`src/rtl/fetch_pkg.sv`:
```
// Shared definitions for the instruction-fetch stage: redirect encodings,
// FSM states and instruction field positions.
package fetch_pkg;

    // Matches the control decoder's selpctype encoding.
    localparam logic [1:0] PCTYPE_BR  = 2'b00;
    localparam logic [1:0] PCTYPE_JR  = 2'b01;
    localparam logic [1:0] PCTYPE_J   = 2'b10;
    localparam logic [1:0] PCTYPE_RSV = 2'b11;

    typedef enum logic [1:0] {
        ST_REQ  = 2'd0,
        ST_WAIT = 2'd1,
        ST_HOLD = 2'd2
    } fetch_state_e;

    localparam int OP_LSB    = 26;
    localparam int OP_W      = 6;
    localparam int RS_LSB    = 21;
    localparam int RT_LSB    = 16;
    localparam int RD_LSB    = 11;
    localparam int REG_W     = 5;
    localparam int SHAMT_LSB = 6;
    localparam int FN_LSB    = 0;
    localparam int FN_W      = 6;
    localparam int IMM_W     = 16;
    localparam int TGT_W     = 26;

endpackage

```
`src/rtl/fetch_target_calc.sv`:
```
// Combinational redirect target: branch adder, jump concatenation, jr pass-through.
// Target is produced unaligned; the fetch stage decides what to do with bits [1:0].
module fetch_target_calc
    import fetch_pkg::*;
(
    input  logic [1:0]  pctype,
    input  logic [31:0] pc4,
    input  logic [15:0] imm,
    input  logic [25:0] jidx,
    input  logic [31:0] reg_val,
    output logic [31:0] target,
    output logic        target_vld
);

    logic [31:0] br_off;

    assign br_off = {{14{imm[15]}}, imm, 2'b00};

    always_comb begin
        target     = '0;
        target_vld = 1'b0;
        case (pctype)
            PCTYPE_BR: begin
                target     = pc4 + br_off;
                target_vld = 1'b1;
            end
            PCTYPE_JR: begin
                target     = reg_val;
                target_vld = 1'b1;
            end
            PCTYPE_J: begin
                target     = {pc4[31:28], jidx, 2'b00};
                target_vld = 1'b1;
            end
            default: ;
        endcase
    end

endmodule

```
`src/rtl/instr_fetch.sv`:
```
// Non-pipelined fetch stage: REQ -> WAIT -> HOLD, with redirects from execute.
// Build macro IFETCH_ALIGN_CHECK_EN parks fetch on misaligned targets instead of masking them.
module instr_fetch
    import fetch_pkg::*;
#(
    parameter logic [31:0] RESET_PC = 32'h0000_0000,
    parameter int          ADDR_W   = 32
) (
    input  logic              clock,
    input  logic              reset,
    output logic              imem_req,
    output logic [ADDR_W-1:0] imem_addr,
    input  logic              imem_ack,
    input  logic [31:0]       imem_rdata,
    output logic              out_valid,
    input  logic              out_ready,
    output logic [31:0]       out_instr,
    output logic [5:0]        out_op,
    output logic [5:0]        out_fn,
    output logic [4:0]        out_rs,
    output logic [4:0]        out_rt,
    output logic [4:0]        out_rd,
    output logic [4:0]        out_shamt,
    output logic [15:0]       out_imm,
    output logic [25:0]       out_target,
    output logic [ADDR_W-1:0] out_pc4,
`ifdef IFETCH_ALIGN_CHECK_EN
    output logic              fetch_misalign,
`endif
    input  logic              redir_en,
    input  logic [1:0]        redir_pctype,
    input  logic [ADDR_W-1:0] redir_pc4,
    input  logic [15:0]       redir_imm,
    input  logic [25:0]       redir_target,
    input  logic [ADDR_W-1:0] redir_reg
);

    fetch_state_e      state_q, state_d;
    logic [ADDR_W-1:0] pc_q, pc_d;
    logic [ADDR_W-1:0] req_addr_q, req_addr_d;
    logic [ADDR_W-1:0] pc4_q, pc4_d;
    logic [31:0]       instr_q, instr_d;
    logic              kill_q, kill_d;
    logic              valid_q, valid_d;
    logic [31:0]       tgt_raw, tgt_pc;
    logic              tgt_vld, redir_go, park;

    fetch_target_calc u_tgt (
        .pctype     (redir_pctype),
        .pc4        (redir_pc4),
        .imm        (redir_imm),
        .jidx       (redir_target),
        .reg_val    (redir_reg),
        .target     (tgt_raw),
        .target_vld (tgt_vld)
    );

    assign redir_go = redir_en && tgt_vld;

`ifdef IFETCH_ALIGN_CHECK_EN
    logic misalign_q, misalign_d;
    assign tgt_pc         = tgt_raw;
    assign park           = misalign_q;
    assign fetch_misalign = misalign_q;
`else
    assign tgt_pc = tgt_raw & ~32'h3;
    assign park   = 1'b0;
`endif

    always_comb begin
        state_d    = state_q;
        pc_d       = pc_q;
        req_addr_d = req_addr_q;
        pc4_d      = pc4_q;
        instr_d    = instr_q;
        kill_d     = kill_q;
        valid_d    = valid_q;
`ifdef IFETCH_ALIGN_CHECK_EN
        misalign_d = misalign_q;
`endif
        case (state_q)
            ST_REQ: begin
                if (!park) begin
                    state_d    = ST_WAIT;
                    req_addr_d = pc_q;
                end
            end
            ST_WAIT: begin
                if (imem_ack) begin
                    if (kill_q) begin
                        kill_d  = 1'b0;
                        state_d = ST_REQ;
                    end else begin
                        instr_d = imem_rdata;
                        valid_d = 1'b1;
                        pc4_d   = pc_q + 32'd4;
                        pc_d    = pc_q + 32'd4;
                        state_d = ST_HOLD;
                    end
                end
            end
            ST_HOLD: begin
                if (out_ready) begin
                    valid_d = 1'b0;
                    state_d = ST_REQ;
                end
            end
            default: state_d = ST_REQ;
        endcase

        // Redirect overrides whatever the ack/ready path decided above.
        if (redir_go) begin
            pc_d    = tgt_pc;
            instr_d = instr_q;
            pc4_d   = pc4_q;
            valid_d = 1'b0;
            if (state_q == ST_WAIT && !imem_ack) begin
                state_d = ST_WAIT;
                kill_d  = 1'b1;
            end else begin
                state_d = ST_REQ;
                kill_d  = 1'b0;
            end
`ifdef IFETCH_ALIGN_CHECK_EN
            misalign_d = |tgt_raw[1:0];
`endif
        end
    end

    always_ff @(posedge clock) begin
        if (reset) begin
            state_q    <= ST_REQ;
            pc_q       <= RESET_PC;
            req_addr_q <= '0;
            pc4_q      <= '0;
            instr_q    <= '0;
            kill_q     <= 1'b0;
            valid_q    <= 1'b0;
`ifdef IFETCH_ALIGN_CHECK_EN
            misalign_q <= 1'b0;
`endif
        end else begin
            state_q    <= state_d;
            pc_q       <= pc_d;
            req_addr_q <= req_addr_d;
            pc4_q      <= pc4_d;
            instr_q    <= instr_d;
            kill_q     <= kill_d;
            valid_q    <= valid_d;
`ifdef IFETCH_ALIGN_CHECK_EN
            misalign_q <= misalign_d;
`endif
        end
    end

    // Gated by reset so no request escapes while reset is held; the address of an
    // outstanding request stays frozen in WAIT even if pc is redirected underneath it.
    assign imem_req  = !reset && (state_q == ST_WAIT || (state_q == ST_REQ && !park));
    assign imem_addr = (state_q == ST_WAIT) ? req_addr_q : pc_q;

    assign out_valid  = valid_q;
    assign out_instr  = instr_q;
    assign out_pc4    = pc4_q;
    assign out_op     = instr_q[OP_LSB +: OP_W];
    assign out_fn     = instr_q[FN_LSB +: FN_W];
    assign out_rs     = instr_q[RS_LSB +: REG_W];
    assign out_rt     = instr_q[RT_LSB +: REG_W];
    assign out_rd     = instr_q[RD_LSB +: REG_W];
    assign out_shamt  = instr_q[SHAMT_LSB +: REG_W];
    assign out_imm    = instr_q[0 +: IMM_W];
    assign out_target = instr_q[0 +: TGT_W];

endmodule

```
`config.mk`:
```
export PLATFORM = sky130hd
export DESIGN_NAME = instr_fetch
export DESIGN_NICKNAME = d
export VERILOG_FILES = /design/src/rtl/fetch_pkg.sv /design/src/rtl/fetch_target_calc.sv /design/src/rtl/instr_fetch.sv
export SDC_FILE = /design/constraint.sdc
export NUM_CORES = 1
export LEC_CHECK = 0
export ABC_AREA = 1
export CORE_ASPECT_RATIO = 0.9
export CORE_MARGIN = 1
export CORE_UTILIZATION = 42
export DETAILED_ROUTE_END_ITERATION = 10
export HOLD_SLACK_MARGIN = 0.1
export PLACE_DENSITY = 0.79
export SLEW_MARGIN = 20
export SYNTH_ARGS = -nofsm -noshare
export SYNTH_HDL_FRONTEND = slang
export SYNTH_HIERARCHICAL = 1
export SYNTH_SLANG_ARGS = --single-unit
```
`constraint.sdc`:
```
create_clock -name clock -period 2 [get_ports clock]
set_input_delay 0.3 -clock clock [delete_from_list [all_inputs] [get_ports clock]]
set_output_delay 0.3 -clock clock [all_outputs]
set_load 0.01 [all_outputs]
```
**After elaboration in Yosys (flattened, before gate mapping)**

Cells that the tools add are included.

- Add/sub/neg operators: 2
- Eq/ne operators: 10
- Muxes and demuxes: 21
- Bitwise gates (word level): 2
- Reduce and logical (&&, ||, !) cells: 19

Operators by type and width:

| operator | count |
|---|---|
| two-way mux 32 bit | 5 |
| case mux 32 bit (3 select lines) | 1 |
| adder 32 x 3 -> 32 bit (second input constant) | 1 |
| adder 32 bit | 1 |
| two-way mux 1 bit | 9 |
| two-way mux 2 bit | 4 |
| AND reduction 4 bit | 2 |
| inequality test 2 bit (second input constant) | 3 |
| inequality test 3 bit (second input constant) | 2 |
| case mux 2 bit (3 select lines) | 1 |
| AND reduction 3 bit | 2 |
| nonzero test 2 bit | 3 |
| == test 2 x 1 -> 1 bit (second input constant) | 2 |
| == test 2 bit (second input constant) | 2 |
| zero test 2 bit | 2 |
| AND reduction 2 bit | 2 |
| logical AND 1 bit | 3 |
| OR reduction 3 bit | 1 |
| zero test 1 bit | 2 |
| inequality test 2 x 1 -> 1 bit (second input constant) | 1 |
| NOT 1 bit | 2 |
| case mux 1 bit (2 select lines) | 1 |
| OR reduction 2 bit | 1 |
| logical OR 1 bit | 1 |

- Register bits after elaboration: 132
- Input port bits: 145
- Output and inout bits: 172

**Depth between registers and ports, before layout**

Gate-level depths: netlist of the first run.

- Word-level depth: 6
- Depth in mapped cells: 15
- Depth with buffers taken out: 15

**Modules after synthesis**

The synthesis of the first run kept the hierarchy.

Modules (own cells, without submodules):

| module | times used | cells an instance | area an instance (µm²) | sequential area each (µm²) |
|---|---|---|---|---|
| instr_fetch | 1 | 889 | 6314.8 | 2522.4 |
| fetch_target_calc | 1 | 611 | 2955.3 | 0.0 |

**Worst setup path after synthesis of the first run**

Ideal clock, no wire load.

- Path kind: input to register
- Start: input port redir_pc4[2]
- End: register pc_q[30]
- Library setup time: 0.132 ns
- Arrival time: 1.835 ns
- Required time: 1.868 ns
- Setup slack: 0.033 ns
- Stages: 15
- Buffers on the path: 0
- Cells stage by stage: ha_1 -> inv_1 -> fa_1 -> inv_1 -> nand3_1 -> nand3_1 -> nand3_1 -> nand3_2 -> nand2_1 -> nand2_1 -> nand2_1 -> nand3_1 -> nand2_1 -> a22oi_1 -> a21oi_1

- Cells in the longest elaborated chain, start to end: 3

RTL lines:

| item | line | text |
|---|---|---|
| start: declaration | instr_fetch.sv:32 | `input logic [ADDR_W-1:0] redir_pc4,` |
| adder 32 bit | fetch_target_calc.sv:24 | `target = pc4 + br_off;` |
| case mux 32 bit (3 select lines) | fetch_target_calc.sv:22 | `case (pctype)` |
| via tgt_raw[30] | instr_fetch.sv:45 | `logic [31:0] tgt_raw, tgt_pc;` |
| two-way mux 32 bit | instr_fetch.sv:112 | `if (redir_go) begin` |
| end signal: assignment | instr_fetch.sv:144 | `pc_q <= pc_d;` |
| end: declaration | instr_fetch.sv:39 | `logic [ADDR_W-1:0] pc_q, pc_d;` |

The timed path passes the listed nets, and every way through them passes these cells.
A chain may end at the register's enable or synchronous reset.

**Worst setup path in the final report of the first run**

- Start: register state_q[1]
- End: output port imem_addr[5]

- Cells in the longest elaborated chain, start to end: 2

RTL lines:

| item | line | text |
|---|---|---|
| start: declaration | instr_fetch.sv:38 | `fetch_state_e state_q, state_d;` |
| start signal: assignment | instr_fetch.sv:143 | `state_q <= state_d;` |
| == test 2 x 1 -> 1 bit | instr_fetch.sv:159 | `assign imem_addr = (state_q == ST_WAIT) ? req_addr_q : pc_q;` |
| two-way mux 32 bit | instr_fetch.sv:159 |  |
| end: declaration | instr_fetch.sv:12 | `output logic [ADDR_W-1:0] imem_addr,` |

Every way passes these cells.

==> impl_metrics.tcl, run 1 <==
set metrics [dict create \
    run_status "complete, no violations" \
    crit_chain "inv_2 -> nand2_4 -> clkinvlp_4 -> buf_4 -> buf_6 -> o21ai_1 -> buf_2" \
    finalHoldWorstSlack_ns 0.410 \
    grt_start_max_net_pins 66 \
    final_routed_wirelength_across_all_metal_layers_microns 34000 \
    syn_to_final_growth_pct 53.4 \
    die_w_microns 158 \
    core.rowCount 51 \
    postSynthAreaPerCell_sq_um 6.19 \
    timing.final.crit_share_pct 97.5 \
    critical_path_class "reg -> out" \
    critPathLaunchType "flop" \
    finalHoldViolCount 0 \
    syn-cell-area_sq_mm 0.00925 \
    buffer_ports.inserted 308 \
    pwr_density_cell_mw_per_mm2 618 \
    floorplan.die_area_sq_mm 0.0226 \
    worst_ep_required_time_ns 1.70 \
    drc 0 \
    post-route-worst-setup-slack_ns 0.0502 \
    drtIter0Drc 865 \
    grt_setup_unrepaired "yes" \
    maxSlewViolCount 0 \
    post_route_setup_tns_ns 0 \
    critPathCaptureType "output pin" \
    num_antenna_cells 0 \
    grt.total_usage_pct 29.0 \
    p_leak_nw 6.51 \
    initial_core_utilization_pct 42.7 \
    cts_clock_pin_slew_for_the_worst_setup_and_hold_paths_ns 0.06 \
    crit_path_time_final_ns 1.95 \
    critical-path-top-delay-family "buffers and inverters" \
    ir_drop_mv 0.545 \
    wire_per_inst_microns 16.1 \
    final_net_count 1982 \
    avgViaCountPerCell 5.09 \
    number_of_top_level_design_ports 317 \
    floorplan.core_area_sq_mm 0.0216 \
    count_of_cell_instances_traversed_by_the_critical_path 7 \
    fmaxAchievable_mhz 513 \
    report.final.setup_viol 0 \
    critPathArrivalTime_ns 1.65 \
    timing.critical_path.slowest_cell_delay_ns 0.36 \
    r2r_cells 8 \
    placement.setup.worst_slack_ns -0.740 \
    vias 10748 \
    cts_hold_buf 0 \
    htree_num_levels 4 \
    slowest_stage "dfxtp_2" \
    groute.layer.met2.usage_pct 47.0 \
    hold_depth 3 \
    cts_bufs_inserted 17 \
    grt_antenna_before_repair 0 \
    grt_pass1_vias 9851 \
    root_buffer "clkbuf_16" \
    fin_total_pwr_mw 8.77 \
    wire_length_of_the_first_global_routing_pass_microns 50900 \
    grt-ovfl-total 0 \
    timing.critical_path.buf_inv 5 \
    critical_path_fanouts_max 21 \
    use_met3_pct 3.61 \
    tritoncts "yes" \
    cts_num_sinks 126 \
    yosys_warnings 6 \
    hpwl_microns 25900 \
    most_used_layer_global_route "met2" \
    hold_class "in -> reg" \
    max_cap_violations 0 \
    gp_routability_congestion 0.973 \
    firstDrtPassIters 5 \
    fp.dieH_microns 143 \
    layout-drive-gt1-share_pct 20.1 \
    clk_path_buf_depth 2 \
    drt.antenna.violating_nets 0 \
    insertion_delay_ns 0.41 \
    clock_skew_ns 0.00709 \
    met1_usage_pct 39.2 \
    synthCells 1494 \
]
## power by group
group	total (mW)	leakage [nW]	internal, mW	switching, mW
registers	2.81	1.03	2.67	0.144
logic	2.68	5.18	1.28	1.40
clock network	3.28	0.303	2.14	1.14
## layout by cell type, fill, tap and decap left out, drive strengths merged, types with 6 or more instances in the layout
cell and count:
nand2 453, clkdlybuf4s50 237, nor2 190, inv 163
buf 127, dfxtp 126, nand3 114, o21ai 111
a21oi 94, clkbuf 36, dlymetal6s2s 33, ha 30
a22oi 20, xor2 9, dlygate4sd2 8, o21bai 8
o211ai 6, clkinv 6, or2 6
## area by class of cell
class / count / area [sq um]
Sequential cell: 126 / 2520
Fill cell: 1830 / 7450
Clock buffer: 21 / 460
Inverter: 165 / 623
Multi-Input combinational cell: 1072 / 6050
Timing Repair Buffer: 424 / 4000
Tap cell: 291 / 364
Clock inverter: 11 / 164
## path summary, 6_finish.rpt
kind / from / endpoint / slack, ns
max: state_q[1] / imem_addr[5] / 0.05
min reg2reg: out_pc4[6] / out_pc4[6] / 0.46
max reg2reg: pc_q[2] / pc_q[16] / 0.18
min: reset / pc_q[23] / 0.41
## state kept, by name, indices dropped and copies added (netlist names)
name / count
out_instr: 32
out_pc4: 30
pc_q: 30
req_addr_q: 30
state_q: 2
kill_q: 1
out_valid: 1
## per-stage QoR
step	std cells	instance area, sq um	util (%)
finish	2110	14200	65.6
global route	2110	14200	65.6
CTS	2107	13700	63.4
detailed placement	2071	12700	58.9
global placement	2071	12700	58.9
floorplan	1497	9260	-
## routing by layer
metal / part of all wire (%) / wire length [microns] / up-vias
met1: 43 / 14600 / 4922
met3: 6.5 / 2230 / 67
met2: 47 / 16100 / 453
met5: 0 / 0 / -
li1: - / - / 5306
met4: 3.2 / 1100 / 0
## worst min-delay path, delay by kind of cell
family	cells	cell delay, ns
buffers and inverters	2	0.36
AOI/OAI and AO/OA	1	0.12
## repair_timing
item	in CTS	in global routing
gates resized for setup	134	188
setup endpoints to repair	53	48
setup buffers	4	3
pin swaps	13	47
(Power assumes the default switching activity.)
==> run 2: changes to the inputs <==
CORE_UTILIZATION = 50   (was 42)
CTS_CLUSTER_DIAMETER = 200   (was not set)
PLACE_DENSITY = 0.88   (was 0.79)
clock period = 2.3 ns   (was 2 ns; I/O delays follow)
==> impl_metrics.tcl, run 2 (synthesis results as in run 1) <==
set metrics [dict create \
    r2r_slack_ns 0.45 \
    final_routed_wirelength_across_all_metal_layers_microns 32500 \
    postPlaceCellArea_sq_mm 0.0125 \
    report.final.setup_viol 0 \
    hold_depth 2 \
    worst_slew_margin_rel_pct 62.6 \
    fin_util_pct 74.8 \
    core.rowCount 46 \
    grt_pass1_vias 9853 \
    worst_path_most_repeated_cell "nand3_1" \
    fp.dieH_microns 131 \
    hpwl_microns 24800 \
    clock_skew_ns 0.00582 \
    slowest_stage "clkdlybuf4s50_1" \
    r2r_cells 8 \
    final_net_count 1959 \
    initial_core_utilization_pct 51.8 \
    crit-reg2reg-launch "pc_q[3]" \
    insertion_delay_ns 0.41 \
    timing.critical_path.buf_inv 3 \
    finalHoldViolCount 0 \
    timing.hold.worst_endpoint "out_pc4[6]" \
    critical_path_fanouts_max 4 \
    timing.rr.end "pc_q[12]" \
    cts_clock_pin_slew_for_the_worst_setup_and_hold_paths_ns 0.06 \
    min-delay-start "out_pc4[6]" \
    post-route-worst-setup-slack_ns 0.0823 \
    drc 0 \
    crit_chain "clkdlybuf4s50_1 -> ha_2 -> inv_1 -> fa_2 -> inv_2 -> nand3_1 -> nand3_2 -> nand2_2 -> nand2_1 -> or2_2 -> nand3_1 -> nand3_1 -> nand2_1 -> o21ai_0 -> nor2_1 -> nor2_1" \
    wire_per_inst_microns 16.0 \
    layout_commonest_cell "nand2_1" \
    fin_total_pwr_mw 7.40 \
    final_design_area_no_fill_sq_mm 0.0133 \
    worst_ep_required_time_ns 2.58 \
    root_buffer "clkbuf_16" \
    drt.antenna.violating_nets 0 \
    die_w_microns 145 \
    tritoncts "yes" \
    floorplan.core_area_sq_mm 0.0178 \
    buffer_ports.inserted 308 \
    wire_length_of_the_first_global_routing_pass_microns 49600 \
    critPathCaptureType "flop" \
    drtIter0Drc 906 \
    critPathLaunchType "input pin" \
    leading_cell_types_in_the_layout_fill_and_taps_excluded "nand2_1, clkdlybuf4s50_1, nor2_1, inv_1, dfxtp_1" \
    critPathArrivalTime_ns 2.50 \
    maxSlewViolCount 0 \
    floorplan.die_area_sq_mm 0.0190 \
    avgViaCountPerCell 5.30 \
    crit_path_time_final_ns 2.22 \
    number_of_top_level_design_ports 317 \
    grt_start_max_net_pins 74 \
    hold_class "reg -> reg" \
    timing.final.crit_share_pct 96.4 \
    htree_num_levels 4 \
    cts_num_sinks 126 \
    critical-path-top-delay-family "simple AND/OR/NAND/NOR gates" \
    firstDrtPassIters 6 \
    syn_to_final_growth_pct 44.4 \
    grt.total_usage_pct 32.8 \
    largest_register_ff_count 32 \
    critical_path_class "in -> reg" \
    placement.setup.worst_slack_ns -0.379 \
    num_antenna_cells 0 \
    pwr_density_cell_mw_per_mm2 554 \
    layout-drive-gt1-share_pct 12.3 \
    cts_hold_buf 0 \
    timing_worst_slew_pin_value_ns 0.561 \
    cell_count_after_placement 2001 \
    max_cap_violations 0 \
    grt-ovfl-total 0 \
    gp_routability_congestion 1.03 \
    p_leak_nw 6.11 \
    vias 10800 \
    grt_setup_unrepaired "yes" \
    final-instance-count-excl-fill 2036 \
    ir_drop_mv 0.646 \
    fmaxAchievable_mhz 451 \
    cts_bufs_inserted 17 \
    timing.critical_path.slowest_cell_delay_ns 0.43 \
    clk_path_buf_depth 2 \
    run_status "complete, no violations" \
    grt_antenna_before_repair 0 \
]
## run 2: changes by cell type in the layout (fill, tap and decap cells not counted), sizes merged, moves of 4 or more
cell           delta
clkdlybuf4s15     -4
dlygate4sd2      +18
buf              -33
dlymetal6s2s     -28
clkdlybuf4s50    +39
clkbuf           -18
## run 2: per-stage QoR
step / hold slack [ns] / setup TNS, ns
floorplan: 0.439 / 0
global placement: 0.453 / -5.54
detailed placement: 0.456 / -6.94
CTS: 0.465 / -0.366
global route: 0.495 / -0.129
finish: 0.463 / 0
## run 2: metal layers
layer	part of all wire (%)	up-vias	global-route usage, %
met5	0	-	0
met4	2.7	0	12.1
met3	9.3	63	7.50
met2	48	530	55.7
met1	40	4951	40.9
li1	-	5256	-
## run 2: report_power, final
group / switching (mW) / internal [mW]
clock network: 1.04 / 1.81
registers: 0.122 / 2.32
logic: 1.10 / 1.00
## run 2: worst min-delay path: stages, from the launching register on
cell,delay [ns]
dfxtp_1,0.31
nand2_1,0.06
a21oi_1,0.05
## run 2: final cells by class
cell class | count | area [sq um]
well taps | 240 | 300
clock buffers | 18 | 429
clock inverters | 14 | 191
flip-flops and latches | 126 | 2520
fillers | 1401 | 4490
repair buffers | 401 | 3860
inverters | 165 | 619
multi-input cells | 1072 | 5430
## run 2: how the worst max path moves through the flow
stage	end	slack, ns	start	depth (start not counted)
after floorplan	pc_q[30]	0.29	redir_pc4[2]	15
after global placement	pc_q[30]	-0.31	redir_imm[0]	16
after detailed placement	pc_q[22]	-0.38	redir_imm[0]	16
after CTS	imem_addr[12]	-0.11	state_q[1]	7
after global routing	pc_q[24]	-0.05	redir_imm[0]	16
final	pc_q[8]	0.08	redir_imm[0]	16
## run 2: what timing repair did
item	4_1_cts	5_1_grt
cloned	0	0
endpoints found under the setup margin	30	21
setup buffers	0	3
resized for setup	34	42
pin swaps	0	8
